[src/rtl/tmul.sv]
// Three-stage pipelined floating-point multiplier with AXI-stream style handshakes.
// Operands are registered on acceptance, then multiplied, rounded and packed.
module tmul #(
  parameter int EXP = 5,
  parameter int FRA = 10
) (
  input  logic               aclk,
  input  logic               aresetn,
  input  logic [EXP+FRA:0]   s_axis_a_tdata,
  input  logic               s_axis_a_tvalid,
  output logic               s_axis_a_tready,
  input  logic [EXP+FRA:0]   s_axis_b_tdata,
  input  logic               s_axis_b_tvalid,
  output logic               s_axis_b_tready,
  output logic [EXP+FRA:0]   m_axis_result_tdata,
  output logic               m_axis_result_tvalid,
  input  logic               m_axis_result_tready,
  output logic [2:0]         flag
);
  localparam int W  = EXP + FRA + 1;
  localparam int M  = FRA + 1;
  localparam int P  = 2 * M;
  localparam int EW = EXP + 2;
  localparam logic signed [EW-1:0] BIAS  = EW'((1 << (EXP - 1)) - 1);
  localparam logic signed [EW-1:0] EMAX  = EW'((1 << EXP) - 1);
  localparam logic signed [EW-1:0] EZERO = '0;

  logic stall, accept;

  assign stall           = m_axis_result_tvalid & ~m_axis_result_tready;
  assign accept          = s_axis_a_tvalid & s_axis_b_tvalid & ~stall;
  assign s_axis_a_tready = ~stall & aresetn;
  assign s_axis_b_tready = ~stall & aresetn;

  logic         v0_q, v0_d;
  logic [W-1:0] a0_q, a0_d, b0_q, b0_d;

  logic                 v1_q, v1_d, sign1_q, sign1_d;
  logic                 nan1_q, nan1_d, inf1_q, inf1_d, zero1_q, zero1_d;
  logic signed [EW-1:0] exp1_q, exp1_d;
  logic [P-1:0]         prod1_q, prod1_d;

  logic                 v2_q, v2_d, sign2_q, sign2_d;
  logic                 nan2_q, nan2_d, inf2_q, inf2_d, zero2_q, zero2_d;
  logic signed [EW-1:0] exp2_q, exp2_d;
  logic [FRA-1:0]       frac2_q, frac2_d;

  logic         res_valid_q, res_valid_d;
  logic [W-1:0] res_q, res_d;
  logic [2:0]   flag_q, flag_d;

  logic [EXP-1:0] ea, eb;
  logic [FRA-1:0] fa, fb;
  logic           a_zero, a_inf, a_nan, b_zero, b_inf, b_nan;

  logic [P-1:0]         norm;
  logic [M-1:0]         keep;
  logic                 guard, rnd, sticky, round_up;
  logic [M:0]           rounded;
  logic signed [EW-1:0] exp_n;

  always_comb begin
    v0_d = accept;
    a0_d = s_axis_a_tdata;
    b0_d = s_axis_b_tdata;
  end

  // Subnormals (exp = 0) are classified as zero, so they never reach the mantissa path.
  always_comb begin
    ea     = a0_q[W-2:FRA];
    fa     = a0_q[FRA-1:0];
    eb     = b0_q[W-2:FRA];
    fb     = b0_q[FRA-1:0];
    a_zero = (ea == '0);
    a_inf  = (ea == '1) && (fa == '0);
    a_nan  = (ea == '1) && (fa != '0);
    b_zero = (eb == '0);
    b_inf  = (eb == '1) && (fb == '0);
    b_nan  = (eb == '1) && (fb != '0);

    v1_d    = v0_q;
    sign1_d = a0_q[W-1] ^ b0_q[W-1];
    nan1_d  = a_nan | b_nan | (a_inf & b_zero) | (a_zero & b_inf);
    inf1_d  = (a_inf | b_inf) & ~nan1_d;
    zero1_d = (a_zero | b_zero) & ~nan1_d & ~inf1_d;
    exp1_d  = $signed({2'b00, ea}) + $signed({2'b00, eb}) - BIAS;
    prod1_d = {{(P-M){1'b0}}, 1'b1, fa} * {{(P-M){1'b0}}, 1'b1, fb};
  end

  // Product lies in [1,4): align the leading one to the top bit, then round to nearest even.
  always_comb begin
    norm     = prod1_q[P-1] ? prod1_q : (prod1_q << 1);
    exp_n    = exp1_q + EW'(prod1_q[P-1]);
    keep     = norm[P-1 -: M];
    guard    = norm[P-M-1];
    rnd      = norm[P-M-2];
    sticky   = |norm[P-M-3:0];
    round_up = guard & (rnd | sticky | keep[0]);
    rounded  = {1'b0, keep} + (M+1)'(round_up);

    v2_d    = v1_q;
    sign2_d = sign1_q;
    nan2_d  = nan1_q;
    inf2_d  = inf1_q;
    zero2_d = zero1_q;
    frac2_d = rounded[M] ? rounded[FRA:1] : rounded[FRA-1:0];
    exp2_d  = exp_n + EW'(rounded[M]);
  end

  always_comb begin
    res_valid_d = v2_q;
    res_d       = {sign2_q, exp2_q[EXP-1:0], frac2_q};
    flag_d      = 3'b000;
    if (nan2_q) begin
      res_d  = {1'b0, {EXP{1'b1}}, 1'b1, {(FRA-1){1'b0}}};
      flag_d = 3'b100;
    end else if (inf2_q) begin
      res_d = {sign2_q, {EXP{1'b1}}, {FRA{1'b0}}};
    end else if (zero2_q) begin
      res_d = {sign2_q, {(W-1){1'b0}}};
    end else if (exp2_q >= EMAX) begin
      res_d  = {sign2_q, {EXP{1'b1}}, {FRA{1'b0}}};
      flag_d = 3'b001;
    end else if (exp2_q <= EZERO) begin
      res_d  = {sign2_q, {(W-1){1'b0}}};
      flag_d = 3'b010;
    end
  end

  // Every stage shares the single stall enable so the pipeline freezes as a unit.
  always_ff @(posedge aclk or negedge aresetn) begin
    if (!aresetn) begin
      v0_q        <= 1'b0;
      a0_q        <= '0;
      b0_q        <= '0;
      v1_q        <= 1'b0;
      sign1_q     <= 1'b0;
      nan1_q      <= 1'b0;
      inf1_q      <= 1'b0;
      zero1_q     <= 1'b0;
      exp1_q      <= '0;
      prod1_q     <= '0;
      v2_q        <= 1'b0;
      sign2_q     <= 1'b0;
      nan2_q      <= 1'b0;
      inf2_q      <= 1'b0;
      zero2_q     <= 1'b0;
      exp2_q      <= '0;
      frac2_q     <= '0;
      res_valid_q <= 1'b0;
      res_q       <= '0;
      flag_q      <= 3'b000;
    end else if (!stall) begin
      v0_q <= v0_d;
      if (v0_d) begin
        a0_q <= a0_d;
        b0_q <= b0_d;
      end
      v1_q        <= v1_d;
      sign1_q     <= sign1_d;
      nan1_q      <= nan1_d;
      inf1_q      <= inf1_d;
      zero1_q     <= zero1_d;
      exp1_q      <= exp1_d;
      prod1_q     <= prod1_d;
      v2_q        <= v2_d;
      sign2_q     <= sign2_d;
      nan2_q      <= nan2_d;
      inf2_q      <= inf2_d;
      zero2_q     <= zero2_d;
      exp2_q      <= exp2_d;
      frac2_q     <= frac2_d;
      res_valid_q <= res_valid_d;
      res_q       <= res_d;
      flag_q      <= flag_d;
    end
  end

  assign m_axis_result_tdata  = res_q;
  assign m_axis_result_tvalid = res_valid_q;
  assign flag                 = flag_q;

endmodule

[config.mk]
export PLATFORM = sky130hd
export DESIGN_NAME = tmul
export DESIGN_NICKNAME = d
export VERILOG_FILES = /design/src/rtl/tmul.sv
export SDC_FILE = /design/constraint.sdc
export NUM_CORES = 1
export LEC_CHECK = 0
export ABC_CLOCK_PERIOD_IN_PS = 5000
export BUFFER_PORTS_ARGS = -buffer_cell sky130_fd_sc_hd__buf_2
export CAP_MARGIN = 10
export CELL_PAD_IN_SITES_DETAIL_PLACEMENT = 1
export CELL_PAD_IN_SITES_GLOBAL_PLACEMENT = 1
export CORE_ASPECT_RATIO = 1.2
export CORE_UTILIZATION = 30
export CTS_CLUSTER_SIZE = 12
export DETAILED_ROUTE_END_ITERATION = 8
export GPL_TIMING_DRIVEN = 0
export PLACE_DENSITY = 0.61
export SLEW_MARGIN = 0
export SYNTH_ARGS = -nofsm -noshare
export SYNTH_HDL_FRONTEND = slang
export SYNTH_SLANG_ARGS = --single-unit
[constraint.sdc]
create_clock -name aclk -period 5 [get_ports aclk]
set_clock_uncertainty 0.2 [all_clocks]
set_input_delay 0.5 -clock aclk [delete_from_list [all_inputs] [get_ports aclk]]
set_output_delay 0.5 -clock aclk [all_outputs]
set_load 0.02 [all_outputs]
Word-level counts from Yosys, hierarchy flattened
Cells that the tools add are included.
{"block": "totals", "ff_bits": 109, "output_inout_bits": 22, "wordCells": 76}
{"block": "op_classes", "n_addsub": 5, "n_mul": 1, "order_cmp": 2, "n_eq_ne": 2, "mux": 12, "bitwise": 22, "reduce_logical": 12}
{"op": "two-way mux 15 bit", "count": 4}
{"op": "multiplier 11 x 11 -> 22 bit", "count": 1}
{"op": "two-way mux 22 bit", "count": 1}
{"op": "zero test 10 bit", "count": 2}
{"op": "nonzero test 10 bit", "count": 2}
{"op": "two-way mux 16 bit", "count": 1}
{"op": "adder 7 x 1 -> 7 bit", "count": 2}
{"op": "adder 11 x 1 -> 12 bit", "count": 1}
{"op": "bitwise AND 1 bit", "count": 10}
{"op": "== test 5 bit, second input constant", "count": 2}
{"op": "zero test 5 bit", "count": 2}
{"op": "two-way mux 10 bit", "count": 1}
{"op": "OR reduction 9 bit", "count": 1}
{"op": "two-way mux 2 bit", "count": 4}
{"op": "greater-or-equal comparator 7 x 6 -> 1 bit, second input constant", "count": 1}
{"op": "<= comparator 7 x 1 -> 1 bit, second input constant", "count": 1}
{"op": "bitwise OR 1 bit", "count": 7}
{"op": "subtractor 6 x 4 -> 7 bit, second input constant", "count": 1}
{"op": "adder 5 x 5 -> 6 bit", "count": 1}
{"op": "logical AND 1 bit", "count": 4}
{"op": "NOT 1 bit", "count": 4}
{"op": "two-way mux 3 bit", "count": 1}
{"op": "AND reduction 2 bit", "count": 1}
{"op": "XOR 1 bit", "count": 1}

Depth between registers and ports, before layout
{"block": "depth", "depth_word": 9, "mapped_depth": 19}

Worst setup path after synthesis
OpenSTA, ideal clock, no wires.
{"block": "synth_timing", "kind": "reg-to-reg", "startpoint": "reg b0_q[9]", "endpoint": "reg prod1_q[13]", "setup_ps": 120, "arrival_ps": 5002, "required_time_ps": 4680, "setup_slack_ps": -322, "stages_incl_launch_ff": 19, "path_buffers": 1, "path_cell_list": "dfrtp_1 > clkbuf_1 > and2_1 > fa_1 > inv_1 > fa_1 > inv_1 > fa_1 > fa_1 > inv_1 > fa_1 > inv_1 > ha_1 > a21oi_1 > nand2_1 > o211a_1 > o21a_1 > or3_1 > a31o_2"}
{"block": "synth_between", "elab_chain_cells": 1}
{"item": "start, declared", "line": "36", "source": "logic [W-1:0] a0_q, a0_d, b0_q, b0_d;"}
{"item": "start signal, assigned", "line": "135", "source": "b0_q <= '0;"}
{"item": "start signal, assigned", "line": "157", "source": "b0_q <= b0_d;"}
{"item": "multiplier 11 x 11 -> 22 bit", "line": "87", "source": "prod1_d = {{(P-M){1'b0}}, 1'b1, fa} * {{(P-M){1'b0}}, 1'b1, fb};"}
{"item": "end signal, assigned", "line": "165", "source": "prod1_q <= prod1_d;"}
{"item": "end, declared", "line": "41", "source": "logic [P-1:0] prod1_q, prod1_d;"}
Every way passes these cells.
A chain may end at the register's enable or synchronous reset.

Worst setup path in the final report
{"block": "layout_timing", "startpoint": "reg a0_q[5]", "endpoint": "reg prod1_q[13]"}
{"block": "layout_between", "elab_chain_cells": 1}
{"item": "start, declared", "line": "36"}
{"item": "start signal, assigned", "line": "134", "source": "a0_q <= '0;"}
{"item": "start signal, assigned", "line": "156", "source": "a0_q <= a0_d;"}
{"item": "multiplier 11 x 11 -> 22 bit", "line": "87"}
Every way passes these cells.

==> results.cfg <==
[final_layout]
final_util_pct = 37.1
diodes = 0
regArea_sq_um = 2730
fin_nets = 1287
area_growth_pct = 22.0
drive_gt1_share_pct = 21.2
fillers = 3446
multi_input_area_sq_um = 5830

[run_status]
outcome = complete, but fails checks
violations = negative setup slack

[synthesis]
yosysSeqAreaShare_pct = 30.4
yosys_warnings = 0
synth_top_area_cell = dfrtp_1
synth.distinct_cells = 56
syn-cell-area_sq_um = 8980
synth_top_area_share_pct = 30.4
postSynth.asyncResetShare_pct = 100
synth_top_cells_by_area = dfrtp_1 30%, fa_1 18%, ha_1 9.9%, nand2_1 6.5%, inv_1 5.8%
synthCells = 977
synth_edf_count = 0
ys_top_cells_by_count = 155 x nand2_1, 138 x inv_1, 109 x dfrtp_1, 82 x fa_1, 71 x ha_1
synth_nets = 1167
synth_most_common_cell = nand2_1
ys.flop_type = dfrtp_1
avgSynthCellArea_sq_um = 9.19
synth_seq_cells = 109

[place]
portBuffers = 58
dp_hpwl_um = 19000
routabilityCongestion = 0.823

[global_routing]
grt_util_all_layers_pct = 16.7
antenna_found_initial = 0
grt_pass1_vias = 7743
grt_pass1_wl_um = 40500
grt-ovfl-total = 0
grt_max_degree = 94

[timing]
slew_headroom_pct = 45.0
fin_ws_ps = -183
rsz0062_at_grt = true
slew_violations = 0
setup_violations = 7
tightest_slew_ps = 818
hold_viol_final = 0
period_share_pct = 104
timing.fmax_mhz = 193
finalCriticalPeriod_ps = 5180

[route]
drt_iter0_drc = 219
postRouteAntennaNets = 0
first_pass_iters = 4
wl_per_cell_um = 16.5
wirelength_um = 24700
via_per_inst = 4.77
vias = 7112
drcViolationCount = 0

[clock_network]
htreeDepth = 3
cts_made_buffers = 9
cts_tree = done
ctsLongestPathBuffers = 2
cts.reportedPaths.clkPinSlew_ps = 80
clock-sinks = 109
root_buffer = clkbuf_16
clk_latency_ps = 370

[floorplanning]
die_h_um = 192
start_util_pct = 30.4
core_sq_um = 29500
die_w_um = 160
rows = 69
boundaryPins = 59
dieArea_sq_um = 30600

[setup_path]
cp_data_arrival_time_ps = 5240
start_kind = register
crit_required_ps = 5060
crit_type = reg2reg
rr_startpoint = a0_q[5]
crit_fanout = 4
worstSetupEndpointType = register
crit_path_start = a0_q[5]

[hold_path]
hold_class = in2reg
min-delay-start = s_axis_a_tdata[3]

[job]
max-cap-violations = 0
## worst paths after layout
kind / depth (start not counted) / slack [ps] / end
max: 18 / -180 / prod1_q[13]
min: 3 / 140 / a0_q[3]
max reg2reg: 18 / -180 / prod1_q[13]
min reg2reg: 2 / 270 / flag[1]
max in group asynchronous: 3 / 3550 / frac2_q[4]
min in group asynchronous: 2 / 350 / a0_q[7]
## worst max-delay path, stage by stage (launching register included)
cell	delay, ps
dfrtp_1	410
buf_8	140
and2_4	160
fa_1	540
inv_2	40
fa_1	470
inv_1	50
fa_1	460
fa_1	530
inv_2	40
fa_1	510
inv_2	50
ha_4	230
a21oi_4	160
nand2_2	80
o211a_1	260
o21a_1	200
or3_1	320
a31o_2	240
## layout make-up
cell class / count / area share, %
Multi-Input combinational cell: 681 / 53.2
Sequential cell: 109 / 24.9
Timing Repair Buffer: 112 / 6.79
Inverter: 139 / 4.76
Tap cell: 390 / 4.45
Buffer: 45 / 3.01
Clock buffer: 9 / 2.05
Clock inverter: 7 / 0.833
## flip-flops by register name, indices dropped and copies added (netlist names), 3 cells and up
register / flops
a0_q: 16
m_axis_result_tdata: 16
frac2_q: 10
b0_q: 16
exp1_q: 7
flag: 3
exp2_q: 7
prod1_q: 22
## layout by cell type, fill, tap and decap left out, types with 9 or more instances in the layout
| cell type | instances |
|---|---|
| a21oi_1 | 32 |
| a22o_1 | 12 |
| and2_1 | 40 |
| buf_2 | 59 |
| buf_4 | 51 |
| clkbuf_1 | 24 |
| clkbuf_16 | 9 |
| dfrtp_1 | 104 |
| fa_1 | 82 |
| ha_1 | 63 |
| inv_1 | 131 |
| mux2_2 | 22 |
| mux2i_1 | 9 |
| nand2_1 | 148 |
| nand3_1 | 16 |
| nor2_1 | 48 |
| o21ai_0 | 40 |
| xnor2_1 | 12 |
| xor2_1 | 17 |
## routing by layer
metal / track usage, % / up-vias / part of all wire [%]
met5: 0 / - / 0
met4: 5.53 / 0 / 2.0
met3: 1.39 / 33 / 1.8
met2: 30.4 / 89 / 52
met1: 20.9 / 3586 / 44
li1: - / 3404 / -
## cells by family (layout without fill, tap and decap cells)
logic type / Yosys count / count (layout) / share of synthesized area, %
DFF: 109 / 109 / 30.4
xor gates and xnor gates: 30 / 30 / 2.93
and+or+nand+nor: 318 / 318 / 16.6
AOI/OAI and AO/OA: 149 / 149 / 10.1
buffers and inverters: 187 / 312 / 8.04
adders and majority gates: 153 / 153 / 28.2
muxes: 31 / 31 / 3.76
## stage by stage
step / cell area, sq um / hold slack (ps) / setup WS [ps] / instances / TNS (ps)
finish: 11000 / 139 / -183 / 1492 / -588
global route: 11000 / 151 / -325 / 1492 / -2150
CTS: 10700 / 128 / -146 / 1483 / -274
detailed placement: 9860 / 147 / -716 / 1426 / -5600
global placement: 9830 / 247 / -629 / 1425 / -4860
floorplan: 9050 / 4.41 / -45.8 / 977 / -45.8
## timing repair
| item | in CTS | in global routing |
|---|---|---|
| gates resized for setup | 64 | 47 |
| hold buffers | 1 | 0 |
| pin swaps | 16 | 32 |
| buffers inserted | 42 | 10 |
| hold endpoints to repair | 17 | 0 |
| setup endpoints to repair | 14 | 11 |
Power is left out: the tool's default activity adds up to more than one toggle a clock period on the data nets, which glitch-free logic cannot reach.
